--- config.mk ---
export PLATFORM = sky130hd
export DESIGN_NAME = ula_sequencer
export DESIGN_NICKNAME = d
export VERILOG_FILES = /design/src/rtl/ula_seq_pkg.sv /design/src/rtl/ula_seq_decode.sv /design/src/rtl/ula_sequencer.sv
export SDC_FILE = /design/constraint.sdc
export NUM_CORES = 1
export LEC_CHECK = 0
export BUFFER_PORTS_ARGS = -buffer_cell sky130_fd_sc_hd__buf_2
export CAP_MARGIN = 20
export CORE_MARGIN = 2
export CORE_UTILIZATION = 49
export CTS_BUF_LIST = sky130_fd_sc_hd__clkbuf_4 sky130_fd_sc_hd__clkbuf_8
export CTS_CLUSTER_SIZE = 28
export DETAILED_ROUTE_END_ITERATION = 8
export GPL_ROUTABILITY_DRIVEN = 0
export GPL_TIMING_DRIVEN = 0
export PLACE_DENSITY = 0.8
export SYNTH_ARGS = -nofsm -noshare
export SYNTH_HDL_FRONTEND = slang
export SYNTH_SLANG_ARGS = --single-unit
export TNS_END_PERCENT = 1
--- constraint.sdc ---
create_clock -name Clock -period 2.1 [get_ports Clock]
set_clock_uncertainty 0.2 [all_clocks]
set_input_delay 0.105 -clock Clock [delete_from_list [all_inputs] [get_ports Clock]]
set_output_delay 0.105 -clock Clock [all_outputs]
set_load 0.01 [all_outputs]
--- src/rtl/ula_seq_pkg.sv ---
// rtl/ula_seq_pkg.sv - shared types and field constants for the ALU sequencer
package ula_seq_pkg;

    localparam int ULA_DATA_W = 16;
    localparam int ULA_NREG   = 8;
    localparam int REG_W      = $clog2(ULA_NREG);

    // Instruction field positions
    localparam int OP_LSB = 12;
    localparam int OP_W   = 4;
    localparam int RX_LSB = 9;
    localparam int RY_LSB = 6;

    localparam logic [OP_W-1:0] OP_MV  = 4'b0000;
    localparam logic [OP_W-1:0] OP_MVI = 4'b0001;
    localparam logic [OP_W-1:0] OP_ADD = 4'b0010;
    localparam logic [OP_W-1:0] OP_SUB = 4'b0011;
    localparam logic [OP_W-1:0] OP_OR  = 4'b0100;
    localparam logic [OP_W-1:0] OP_SLT = 4'b0101;
    localparam logic [OP_W-1:0] OP_SLL = 4'b0110;
    localparam logic [OP_W-1:0] OP_SRL = 4'b0111;

    localparam logic [2:0] ULA_ADD = 3'b000;
    localparam logic [2:0] ULA_SUB = 3'b001;
    localparam logic [2:0] ULA_OR  = 3'b010;
    localparam logic [2:0] ULA_SLT = 3'b011;
    localparam logic [2:0] ULA_SLL = 3'b100;
    localparam logic [2:0] ULA_SRL = 3'b101;

    typedef enum logic [1:0] {
        S_IDLE = 2'd0,
        S_T1   = 2'd1,
        S_T2   = 2'd2,
        S_T3   = 2'd3
    } state_t;

endpackage

--- src/rtl/ula_seq_decode.sv ---
// rtl/ula_seq_decode.sv - combinational instruction decoder for the ALU sequencer
module ula_seq_decode
    import ula_seq_pkg::*;
#(
    parameter int DATA_W = ULA_DATA_W,
    parameter int NREG   = ULA_NREG
) (
    input  logic [DATA_W-1:0] ir,
    output logic              is_mv,
    output logic              is_mvi,
    output logic              is_alu,
    output logic              is_illegal,
    output logic [2:0]        ula_op,
    output logic [NREG-1:0]   rx_oh,
    output logic [NREG-1:0]   ry_oh
);

    logic [OP_W-1:0]  op;
    logic [REG_W-1:0] rx;
    logic [REG_W-1:0] ry;
    logic             unused_ir_low;

    assign op = ir[OP_LSB +: OP_W];
    assign rx = ir[RX_LSB +: REG_W];
    assign ry = ir[RY_LSB +: REG_W];

    // The low instruction bits carry no meaning for this machine
    assign unused_ir_low = ^ir[RY_LSB-1:0];

    assign rx_oh = {{(NREG-1){1'b0}}, 1'b1} << rx;
    assign ry_oh = {{(NREG-1){1'b0}}, 1'b1} << ry;

    // Opcode classification and ALU select; anything with the top bit set is illegal
    always_comb begin
        is_mv      = 1'b0;
        is_mvi     = 1'b0;
        is_alu     = 1'b0;
        is_illegal = 1'b0;
        ula_op     = ULA_ADD;
        case (op)
            OP_MV:  is_mv  = 1'b1;
            OP_MVI: is_mvi = 1'b1;
            OP_ADD: begin is_alu = 1'b1; ula_op = ULA_ADD; end
            OP_SUB: begin is_alu = 1'b1; ula_op = ULA_SUB; end
            OP_OR:  begin is_alu = 1'b1; ula_op = ULA_OR;  end
            OP_SLT: begin is_alu = 1'b1; ula_op = ULA_SLT; end
            OP_SLL: begin is_alu = 1'b1; ula_op = ULA_SLL; end
            OP_SRL: begin is_alu = 1'b1; ula_op = ULA_SRL; end
            default: is_illegal = 1'b1;
        endcase
    end

endmodule

--- src/rtl/ula_sequencer.sv ---
// rtl/ula_sequencer.sv - multi-cycle ALU/bus sequencer; optional sticky illegal flag via ULA_SEQ_ILLEGAL_FLAG_EN
module ula_sequencer
    import ula_seq_pkg::*;
#(
    parameter int DATA_W = ULA_DATA_W,
    parameter int NREG   = ULA_NREG
) (
    input  logic              Clock,
    input  logic              Resetn,
    input  logic              Run,
    input  logic [DATA_W-1:0] DIN,
    output logic              IRin,
    output logic [NREG-1:0]   Rout,
    output logic              Gout,
    output logic              DINout,
    output logic [NREG-1:0]   Rin,
    output logic              Ain,
    output logic              Gin,
    output logic [2:0]        sinal_ULA,
    output logic              Done
`ifdef ULA_SEQ_ILLEGAL_FLAG_EN
    ,
    output logic              illegal
`endif
);

    state_t            state;
    state_t            next_state;
    logic [DATA_W-1:0] ir;

    logic            is_mv;
    logic            is_mvi;
    logic            is_alu;
    logic            is_illegal;
    logic [2:0]      ula_op;
    logic [NREG-1:0] rx_oh;
    logic [NREG-1:0] ry_oh;

    ula_seq_decode #(
        .DATA_W (DATA_W),
        .NREG   (NREG)
    ) u_decode (
        .ir         (ir),
        .is_mv      (is_mv),
        .is_mvi     (is_mvi),
        .is_alu     (is_alu),
        .is_illegal (is_illegal),
        .ula_op     (ula_op),
        .rx_oh      (rx_oh),
        .ry_oh      (ry_oh)
    );

    // State register and instruction latch; IR only loads when a new instruction is accepted
    always_ff @(posedge Clock or negedge Resetn) begin
        if (!Resetn) begin
            state <= S_IDLE;
            ir    <= '0;
        end else begin
            state <= next_state;
            if (state == S_IDLE && Run) begin
                ir <= DIN;
            end
        end
    end

    // Next state and strobes; everything is forced low while reset is asserted
    always_comb begin
        next_state = state;
        IRin       = 1'b0;
        Rout       = '0;
        Gout       = 1'b0;
        DINout     = 1'b0;
        Rin        = '0;
        Ain        = 1'b0;
        Gin        = 1'b0;
        sinal_ULA  = ULA_ADD;
        Done       = 1'b0;
        case (state)
            S_IDLE: begin
                IRin = Run;
                if (Run) begin
                    next_state = S_T1;
                end
            end
            S_T1: begin
                if (is_alu) begin
                    Rout       = rx_oh;
                    Ain        = 1'b1;
                    next_state = S_T2;
                end else begin
                    // mv, mvi and illegal opcodes all retire here
                    Done       = is_mv | is_mvi | is_illegal;
                    next_state = S_IDLE;
                    if (is_mv) begin
                        Rout = ry_oh;
                        Rin  = rx_oh;
                    end
                    if (is_mvi) begin
                        DINout = 1'b1;
                        Rin    = rx_oh;
                    end
                end
            end
            S_T2: begin
                Rout       = ry_oh;
                Gin        = 1'b1;
                sinal_ULA  = ula_op;
                next_state = S_T3;
            end
            S_T3: begin
                Gout       = 1'b1;
                Rin        = rx_oh;
                Done       = 1'b1;
                next_state = S_IDLE;
            end
            default: next_state = S_IDLE;
        endcase
        if (!Resetn) begin
            IRin      = 1'b0;
            Rout      = '0;
            Gout      = 1'b0;
            DINout    = 1'b0;
            Rin       = '0;
            Ain       = 1'b0;
            Gin       = 1'b0;
            sinal_ULA = ULA_ADD;
            Done      = 1'b0;
        end
    end

`ifdef ULA_SEQ_ILLEGAL_FLAG_EN
    logic illegal_q;

    // Sticky record that an illegal opcode has been executed since reset
    always_ff @(posedge Clock or negedge Resetn) begin
        if (!Resetn) begin
            illegal_q <= 1'b0;
        end else if (state == S_T1 && is_illegal) begin
            illegal_q <= 1'b1;
        end
    end

    // Flag is visible already in the retiring cycle, not one cycle later
    always_comb begin
        illegal = Resetn & (illegal_q | (state == S_T1 && is_illegal));
    end
`endif

endmodule
==> results of run 1 <==
routing by layer:
layer,vias to the layer above,wire [microns],track usage,part of all wire
li1,546,-,-,-
met1,550,1295,0.2852,0.44
met2,43,1491,0.4254,0.51
met3,4,124,0.01488,0.042
met4,0,21,0.04054,0.0072
met5,-,0,0,0
Yosys cell counts (all sizes together):
master | instances | area [sq um]
nor2 | 10 | 37.54
o31ai | 1 | 12.51
nand2 | 8 | 30.03
nor2b | 7 | 43.79
nor4b | 2 | 47.55
nor3b | 1 | 7.510
inv | 3 | 11.26
ha | 5 | 62.56
nand4 | 11 | 68.82
buf | 6 | 40.04
nand2b | 2 | 12.51
and2 | 3 | 18.77
o21a | 2 | 15.01
nor3 | 5 | 35.03
o211ai | 2 | 25.02
nand3 | 7 | 35.03
o21ai | 1 | 5.000
a31oi | 8 | 50.05
nand4b | 3 | 26.28
or2 | 1 | 6.260
and3 | 3 | 18.77
nor4 | 1 | 12.51
nand3b | 1 | 7.510
clkbuf | 2 | 7.510
a21oi | 1 | 5.000
mux2 | 10 | 112.6
dfrtp | 12 | 300.3
worst max path at each step:
stage | from | endpoint | slack (ns) | cells after the start
global route | register | Rout[1] | -0.04 | 7
finish | register | Rin[2] | 0.03 | 6
floorplan | state[0]$_DFFE_PN0P_ | sinal_ULA[2] | 0.38 | 5
detailed placement | register | Rout[4] | 0.15 | 6
global placement | register | Rout[3] | 0.24 | 6
CTS | register | Rin[2] | 0.01 | 6
placed cells by master, fill, tap and decap left out, types with 2 or more instances in the layout:
| cell | synthesis | layout |
|---|---|---|
| nor2b_1 | 7 | 5 |
| and3_1 | 3 | 3 |
| buf_1 | 2 | 2 |
| buf_6 | 2 | 2 |
| nor2b_4 | 0 | 2 |
| o21a_1 | 2 | 2 |
| clkbuf_4 | 0 | 4 |
| buf_4 | 0 | 5 |
| nor2_1 | 10 | 10 |
| dlygate4sd3_1 | 0 | 11 |
| nand2b_1 | 2 | 2 |
| nor3_2 | 2 | 3 |
| mux2_2 | 2 | 2 |
| inv_2 | 0 | 2 |
| nand4b_1 | 3 | 3 |
| nand4_1 | 11 | 11 |
| mux2_1 | 8 | 8 |
| and2_1 | 3 | 3 |
| ha_4 | 0 | 2 |
| buf_2 | 2 | 37 |
| clkbuf_1 | 2 | 2 |
| nand2_1 | 8 | 8 |
| a31oi_1 | 8 | 8 |
| nor4b_4 | 2 | 2 |
| nand3_1 | 7 | 7 |
| nor3_1 | 3 | 2 |
| dfrtp_1 | 12 | 12 |
| ha_1 | 5 | 3 |
registers in the layout, summed over array words and instances (netlist names), named ones only:
| register | flops |
|---|---|
| ir | 10 |
| state | 1 |
logic make-up (layout without fill, tap and decap cells):
group           after synthesis  in the layout  synth area share
mux                          10             10            0.1068
buf+inv                      11             67           0.05576
flops                        12             12            0.2847
simple gates                 65             65            0.3867
fa+ha+maj                     5              5           0.05931
compound gates               15             15            0.1067
critical path: stages, from the launching register on:
cell and delay [ns]:
dfrtp_1 0.43, inv_2 0.11, ha_4 0.15, nor4b_4 0.25, o211ai_2 0.19, nor3_2 0.22
buf_2 0.16
area by class of cell:
cell class / count / area share
plain buffers: 8 / 0.03306
well taps: 27 / 0.02231
inverters: 3 / 0.007438
multi-input cells: 95 / 0.4983
repair buffers: 52 / 0.2165
flip-flops and latches: 12 / 0.1983
clock buffers: 4 / 0.02397
timing repair:
action | in CTS | in global routing
endpoints found under the setup margin | 8 | 19
pin swaps | 1 | 3
hold endpoints to repair | 22 | 0
setup buffers | 0 | 4
gates resized for setup | 6 | 9
hold buffers | 11 | 0
per-stage QoR:
stage                     cell area, sq um  total power, mW  setup TNS [ns]  setup WS, ns    util
after floorplan                       1055            1.270               0        0.3824       -
after global placement                1274            1.465               0        0.2428  0.6363
after detailed placement              1274            1.517               0        0.1473  0.6363
after CTS                             1438            1.748               0       0.01157  0.7181
after global routing                  1514            2.040         -0.1341      -0.04091  0.7563
final                                 1514            1.897               0       0.02627  0.7563
power by group through the flow:
stage / Combinational, mW / Clock, mW / Sequential, mW
finish: 1.21 / 0.180 / 0.504
global route: 1.32 / 0.197 / 0.521
CTS: 1.08 / 0.181 / 0.489
detailed placement: 1.03 / 0 / 0.488
global placement: 0.989 / 0 / 0.475
floorplan: 0.814 / 0 / 0.456
==> reports/qor.csv, run 1 <==
stage,metric,value,unit
sta,Final Hold Viols,0,
drt,detailed router's first-iteration violation count,31,
hold_path,Worst Hold Launch,Run,
cts,CTS tree,yes,
hold_path,worst hold endpoint,state[0]$_DFFE_PN0P_,
cts,clock tree buffer depth,2,
final_layout,multi-input gate area in the final layout,754.5,sq um
global_routing,number of global-route vias before repair,1006,
logic_synthesis,Synth Instances,118,
final_layout,Non-Filler Instances,201,
floorplanning,die height,50.40,microns
final_layout,final layout net count,199,
pwr,Clock power frac,0.095,
hold_path,Hold Path Cell Cnt,3,
drt,drt first pass iters,4,
pwr,NetSw,0.9157,mW
final_layout,FF+latch area,300.3,sq um
pwr,Net Sw Frac,0.4828,
sta,Tmin final,2.074,ns
critical_path,reg2reg path depth,4,
final_layout,fillers,158,
logic_synthesis,Unique masters post-synth,31,
drt,"antenna viol nets, final",0,
sta,fmax,482.2,MHz
hold_path,HP Class,input port to register,
cts,total CTS buffers,3,
floorplanning,CORE AREA,0.002002,sq mm
drt,drt wl/cell,14.59,microns
sta,Tcrit/Tclk final,0.9875,
cts,later-pin clock latency in the skew report,0.26,ns
critical_path,Critical R2R Capture,ir[10]$_DFFE_PN0P_,
drt,DR vias,1143,
floorplanning,Die W,50.40,microns
logic_synthesis,Syn Nets,142,
logic_synthesis,Mean Syn Cell Area,8.939,sq um
cts,# H-tree levels,1,
cts,clk slew on worst S/H paths,0.08,ns
floorplanning,Starting Density,0.5269,
sta,slew margin rel.,0.7021,
floorplanning,Boundary Pins,44,
sta,fin. max-slew vios,0,
job,Max Cap Viol,0,
final_layout,layout cells sized above 1,0.3851,
cts,# clock sinks,12,
pwr,Reg power frac,0.266,
pwr,Max VDD drop,0.9414,mV
pwr,pwr/cell area,1253,mW/mm^2
final_layout,area grow syn2layout,43.53,%
logic_synthesis,Post-Syn Area,0.001055,sq mm
placed_design,Port Buffers,37,
global_routing,total grt overflow,0,
critical_path,Worst Path Max Fanout,4,
critical_path,Crit Path Category,register to output port,
pwr,Lkg Pwr,0.6640,nW
final_layout,n_diodes,0,
floorplanning,cell row count,16,
placed_design,Placed Cells incl. Taps,182,
critical_path,Worst Path Required,1.79,ns
drt,DR DRC count,0,
logic_synthesis,sequential area share after synthesis,0.2847,
critical_path,CP arrival,1.77,ns
outcome,outcome,completed,
pwr,cell-internal power,0.9811,mW
critical_path,Reg2Reg Setup Slack,0.25,ns
logic_synthesis,Seq cells post-synth,12,
sta,final number of setup-violating endpoints,0,
critical_path,FF-to-FF Start,state[0]$_DFFE_PN0P_,
floorplanning,die area,0.002540,sq mm
sta,RSZ-0062 raised after global routing,yes,
drt,Routed WL,2.932,mm
sta,hold_ws,0.04819,ns
global_routing,Overall Global Routing Usage,0.2266,
sta,pin slew with the least headroom to its limit,0.4468,ns
global_routing,first-pass GRT wire length,4.512,mm
drt,Via-to-Cell Ratio,5.687,
placed_design,final HPWL from detailed placement,1.910,mm
global_routing,largest net degree at the start of global routing,22,
logic_synthesis,YS warnings,0,
pwr,combinational cell fraction of total power,0.640,
cts,CTS root buffer,clkbuf_4,
critical_path,Critical Path Sink Type,output port,
critical_path,CP startpoint kind,register,
global_routing,initial antenna violation count,0,
Power figures use the tool's default switching activity.
==> run 2, diff against run 1 <==
- ABC_AREA: not set -> 1
- CORE_UTILIZATION: 49 -> 48
==> reports/qor.csv, run 2 <==
stage,metric,value,unit
outcome,outcome,completed,
critical_path,Crit Path Category,register to output port,
hold_path,HP Class,input port to asynchronous set/reset pin,
pwr,Final Power,1.561,mW
global_routing,Overall Global Routing Usage,0.2407,
final_layout,top flop regs,"ir (10), state (1)",
critical_path,Worst Path Max Fanout,10,
pwr,pwr/cell area,1119,mW/mm^2
floorplanning,cell row count,16,
final_layout,Largest register FFs,10,
final_layout,most flop-heavy register,ir,
final_layout,fin area,0.001395,sq mm
logic_synthesis,Synth Flop Type,dfrtp_1,
cts,CTS tree,yes,
logic_synthesis,YS warnings,0,
job,Max Cap Viol,0,
final_layout,fillers,187,
sta,Tcrit/Tclk final,0.9544,
pwr,Max VDD drop,0.8868,mV
sta,final number of setup-violating endpoints,0,
drt,Via-to-Cell Ratio,4.839,
drt,drt wl/cell,10.80,microns
pwr,Clock power frac,0.118,
global_routing,number of global-route vias before repair,1118,
pwr,cell-internal power,0.7652,mW
global_routing,largest net degree at the start of global routing,19,
logic_synthesis,Post-synth EDFFs,0,
drt,DR vias,1171,
logic_synthesis,sequential area share after synthesis,0.3019,
sta,Post-Route Setup TNS,0,ns
critical_path,CP startpoint kind,register,
critical_path,Critical Path Sink Type,output port,
final_layout,area grow syn2layout,40.25,%
floorplanning,Boundary Pins,44,
logic_synthesis,Yosys top cell area share,0.3019,
pwr,Lkg Pwr,0.7695,nW
logic_synthesis,Synth area leaders,"dfrtp_1 (30%), nand2_1 (15%), nor2_1 (13%)",
global_routing,met2 Resource Use GR,0.4267,
drt,detailed router's first-iteration violation count,28,
placed_design,final HPWL from detailed placement,1.939,mm
final_layout,layout cells sized above 1,0.2744,
cts,# clock sinks,12,
sta,Tmin final,2.004,ns
pwr,combinational cell fraction of total power,0.586,
logic_synthesis,Syn Nets,186,
final_layout,n_diodes,0,
drt,DR DRC count,0,
floorplanning,Die W,49.52,microns
logic_synthesis,Unique masters post-synth,19,
drt,"antenna viol nets, final",0,
drt,Routed WL,2.614,mm
cts,clock tree buffer depth,2,
sta,fmax,498.9,MHz
global_routing,first-pass GRT wire length,4.685,mm
critical_path,Worst Path Required,1.79,ns
floorplanning,Starting Density,0.5070,
cts,# H-tree levels,1,
drt,drt first pass iters,4,
critical_path,CP arrival,1.70,ns
placed_design,Port Buffers,37,
logic_synthesis,Mean Syn Cell Area,6.140,sq um
global_routing,GR Layer Usage met1,0.3038,
logic_synthesis,"count leader, synth",nand2_1,
floorplanning,die area,0.002452,sq mm
cts,total CTS buffers,3,
final_layout,final layout net count,240,
logic_synthesis,leading area contributor after synthesis,dfrtp_1,
logic_synthesis,Post-Syn Area,994.7,sq um
placed_design,"Cell Area, Placed",0.001214,sq mm
global_routing,Top Usage Layer GRT,met2,
logic_synthesis,"top cells by count, synth","nand2_1 (39), nor2_1 (35), inv_1 (17)",
sta,pin slew with the least headroom to its limit,0.3593,ns
pwr,Reg power frac,0.296,
floorplanning,die height,49.52,microns
sta,slew margin rel.,0.7605,
sta,RSZ-0062 raised after global routing,no,
pwr,Net Sw Frac,0.5098,
floorplanning,CORE AREA,0.001962,sq mm
cts,later-pin clock latency in the skew report,0.27,ns
global_routing,total grt overflow,0,
pwr,NetSw,0.7957,mW
global_routing,initial antenna violation count,0,
logic_synthesis,Seq cells post-synth,12,
sta,Final Hold Viols,0,
logic_synthesis,Synth Instances,162,
cts,clk slew on worst S/H paths,0.08,ns
logic_synthesis,Async SR Flop Fraction,1.000,
sta,fin. max-slew vios,0,
final_layout,"commonest cells after routing, fill and taps aside","nand2_1 (39), buf_2 (39), nor2_1 (35)",
cts,CTS root buffer,clkbuf_4,
global_routing,GR met3 Demand/Resource,0.03030,
## run 2: changes by cell type in the layout (fill, tap and decap cells not counted), moves of 3 or more
cell,change
nand2_1,+31
nor2_1,+25
inv_1,+14
a21oi_1,+12
nor3_1,+11
nand4_1,-10
mux2_1,-8
a31oi_1,-7
nor2b_1,-5
and2_1,-3
and3_1,-3
buf_4,-3
inv_2,+3
nand4b_1,-3
## run 2: timing repair
item	CTS	global route
setup buffers	0	1
resized for setup	1	8
hold endpoints to repair	23	0
pin swaps	0	0
setup endpoints to repair	3	19
hold buffers	12	0
## run 2: logic make-up after synthesis
| group | Yosys count | share of synthesized area |
|---|---|---|
| adders and majority gates | 5 | 0.06289 |
| buffers and inverters | 26 | 0.1069 |
| muxes | 1 | 0.01132 |
| AOI/OAI and AO/OA | 17 | 0.08679 |
| and+or+nand+nor | 101 | 0.4302 |
| DFF | 12 | 0.3019 |
## run 2: power groups by stage
stage	logic, mW	clock network [mW]	registers [mW]
final	0.915	0.184	0.462
after CTS	0.871	0.186	0.459
after global routing	1.05	0.203	0.483
after global placement	0.815	0	0.455
after floorplan	0.638	0	0.442
after detailed placement	0.846	0	0.464
## run 2: final timing paths
path | start | to | slack, ns | cells past startpoint
min in group Clock | state[0]$_DFFE_PN0P_ | register | 0.35 | 1
max | register | Rin[5] | 0.1 | 8
min | Resetn | ir[11]$_DFFE_PN0P_ | 0.07 | 2
min reg2reg | state[0]$_DFFE_PN0P_ | register | 0.35 | 1
max in group asynchronous | Resetn | state[0]$_DFFE_PN0P_ | 1.35 | 2
max reg2reg | state[0]$_DFFE_PN0P_ | ir[15]$_DFFE_PN0P_ | 0.54 | 6
## run 2: critical path: stages, from the launching register on
cell and delay, ns:
dfrtp_1 0.41, inv_2 0.08, ha_1 0.15, buf_6 0.14, nand4_1 0.14, nand2_1 0.12
inv_2 0.08, nor3_1 0.15, buf_2 0.16
## run 2: layout make-up
| class | count | area (sq um) | share of cell area |
|---|---|---|---|
| plain buffers | 4 | 28.78 | 0.02063 |
| repair buffers | 50 | 312.8 | 0.2242 |
| multi-input cells | 124 | 603.1 | 0.4323 |
| flip-flops and latches | 12 | 301.5 | 0.2161 |
| well taps | 27 | 33.78 | 0.02422 |
| clock buffers | 4 | 36.28 | 0.02601 |
| inverters | 21 | 78.83 | 0.05650 |
## run 2: routing by layer
layer	vias up	wire length (microns)
met5	-	0
met4	0	31
met3	4	107
met2	30	1290
met1	517	1185
li1	620	-
## run 2: stage by stage
stage	cells	setup slack [ns]	util	hold slack, ns
2_1_floorplan	162	0.4891	-	-0.3906
3_3_place_gp	226	0.3494	0.6186	-0.1716
3_5_place_dp	226	0.2811	0.6186	-0.1705
4_1_cts	242	0.01449	0.6996	0.07135
5_1_grt	242	0.003179	0.7111	0.07744
6_report	242	0.09571	0.7111	0.06831
==> run 3, diff against run 2 <==
- CORE_ASPECT_RATIO: not set -> 0.6
- CORE_UTILIZATION: 48 -> 52
- PLACE_DENSITY: 0.8 -> 0.81
- SETUP_SLACK_MARGIN: not set -> 0.5
- SYNTH_HIERARCHICAL: not set -> 1
==> reports/qor.csv, run 3 <==
stage,metric,value,unit
sta,hold_ws,0.3296,ns
drt,drt wl/cell,12.74,microns
logic_synthesis,Post-Syn Area,0.001116,sq mm
sta,Tmin final,1.959,ns
final_layout,multi-input gate area in the final layout,709.4,sq um
floorplanning,die area,0.002545,sq mm
logic_synthesis,YS warnings,6,
final_layout,Largest register FFs,10,
final_layout,"commonest non-fill, non-tap cell in the layout",nand2_1,
pwr,Lkg Pwr,0.8660,nW
cts,total CTS buffers,3,
critical_path,Crit Path Category,register to output port,
placed_design,Placed Cells incl. Taps,264,
sta,Tcrit/Tclk final,0.9330,
sta,RSZ-0062 raised after global routing,yes,
cts,# clock sinks,12,
final_layout,fin area,0.001614,sq mm
final_layout,final layout net count,282,
sta,PnR worst setup slack,0.1408,ns
pwr,Final Power,2.022,mW
sta,fin. max-slew vios,0,
drt,Routed WL,3.645,mm
drt,DR vias,1438,
drt,DR DRC count,0,
critical_path,CP startpoint kind,register,
critical_path,FF-to-FF Start,state[0]$_DFFE_PN0P_,
floorplanning,die height,39.89,microns
cts,CTS tree,yes,
pwr,Max VDD drop,0.6949,mV
final_layout,"commonest cells after routing, fill and taps aside","nand2_1 (54), nor2_1 (48), buf_2 (38)",
final_layout,most flop-heavy register,ir,
sta,final number of setup-violating endpoints,0,
global_routing,initial antenna violation count,0,
cts,# H-tree levels,1,
global_routing,Overall Global Routing Usage,0.2941,
global_routing,largest net degree at the start of global routing,13,
final_layout,n_diodes,0,
floorplanning,CORE AREA,0.001937,sq mm
drt,Via-to-Cell Ratio,5.028,
cts,CTS root buffer,clkbuf_4,
logic_synthesis,Mean Syn Cell Area,5.580,sq um
final_layout,FF+latch area,304.0,sq um
final_layout,fillers,134,
critical_path,Worst Path Max Fanout,4,
sta,Post-Route Setup TNS,0,ns
critical_path,CP arrival,1.65,ns
critical_path,Critical Path Sink Type,output port,
floorplanning,Starting Density,0.5762,
final_layout,top flop regs,"ir (10), state (1)",
floorplanning,Die W,63.81,microns
logic_synthesis,Synth Instances,200,
final_layout,layout cells sized above 1,0.3062,
critical_path,Worst Path Required,1.79,ns
global_routing,total grt overflow,0,
cts,later-pin clock latency in the skew report,0.29,ns
cts,clock tree buffer depth,2,
cts,clk slew on worst S/H paths,0.09,ns
floorplanning,Boundary Pins,44,
sta,fmax,510.4,MHz
job,Max Cap Viol,0,
global_routing,number of global-route vias before repair,1249,
pwr,pwr/cell area,1253,mW/mm^2
sta,Final Hold Viols,0,
global_routing,first-pass GRT wire length,5.513,mm
logic_synthesis,Syn Nets,223,
placed_design,"Cell Area, Placed",0.001331,sq mm
final_layout,area grow syn2layout,44.62,%
final_layout,Non-Filler Instances,286,
sta,pin slew with the least headroom to its limit,0.6057,ns
hold_path,HP Class,input port to asynchronous set/reset pin,
final_layout,Final Util,0.8333,
drt,drt first pass iters,4,
drt,detailed router's first-iteration violation count,149,
outcome,outcome,completed,
drt,"antenna viol nets, final",0,
sta,slew margin rel.,0.5948,
placed_design,dpl ws,0.3715,ns
placed_design,Port Buffers,36,
placed_design,final HPWL from detailed placement,2.391,mm
critical_path,Worst Setup SP,ir[13]$_DFFE_PN0N_,
floorplanning,cell row count,12,
[run 3: path summary, 6_finish.rpt]
kind                                            to  slack (ns)  cells after the start
worst max-delay path                          Done        0.14                     11
worst min-delay path             ir[8]$_DFFE_PN0N_        0.33                      2
worst max register to register  ir[11]$_DFFE_PN0N_        0.56                      6
worst min register to register  ir[14]$_DFFE_PN0N_        0.36                      2
max in group asynchronous       ir[13]$_DFFE_PN0N_        0.94                      2
min in group Clock              ir[14]$_DFFE_PN0N_        0.36                      2
[run 3: repair_timing]
action	CTS	global route
endpoints found under the setup margin	24	25
hold endpoints to repair	23	0
setup buffers	1	4
hold buffers	12	0
pin swaps	0	6
gates cloned	0	1
resized for setup	5	21
[run 3: area by class of cell]
cell class / instances / area share
multi-input cells: 149 / 0.4395
repair buffers: 53 / 0.2171
flip-flops and latches: 12 / 0.1884
inverters: 32 / 0.07442
plain buffers: 8 / 0.03643
clock buffers: 4 / 0.02248
well taps: 28 / 0.02171
[run 3: worst max-delay path: stages (launching register included)]
cell and delay (ns):
dfrtp_2 0.46, inv_2 0.07, nand2_2 0.05, nor2_2 0.10, buf_6 0.12, inv_2 0.04, nand2_2 0.05, nand2_2 0.05
nand2_4 0.09, nand2_2 0.10, nand2_1 0.11, buf_2 0.13
[run 3: routing by layer]
metal | up-vias | global-route usage | share of wire
met5 | - | 0 | 0
met4 | 0 | 0.02717 | 0.0082
met3 | 4 | 0.06322 | 0.093
met2 | 79 | 0.5495 | 0.49
met1 | 648 | 0.3683 | 0.41
li1 | 707 | - | -
[run 3: where the power goes]
part	switching (mW)	internal (mW)
clock	0.0935	0.106
sequential	0.183	0.348
combinational	0.797	0.495
total	1.07	0.949
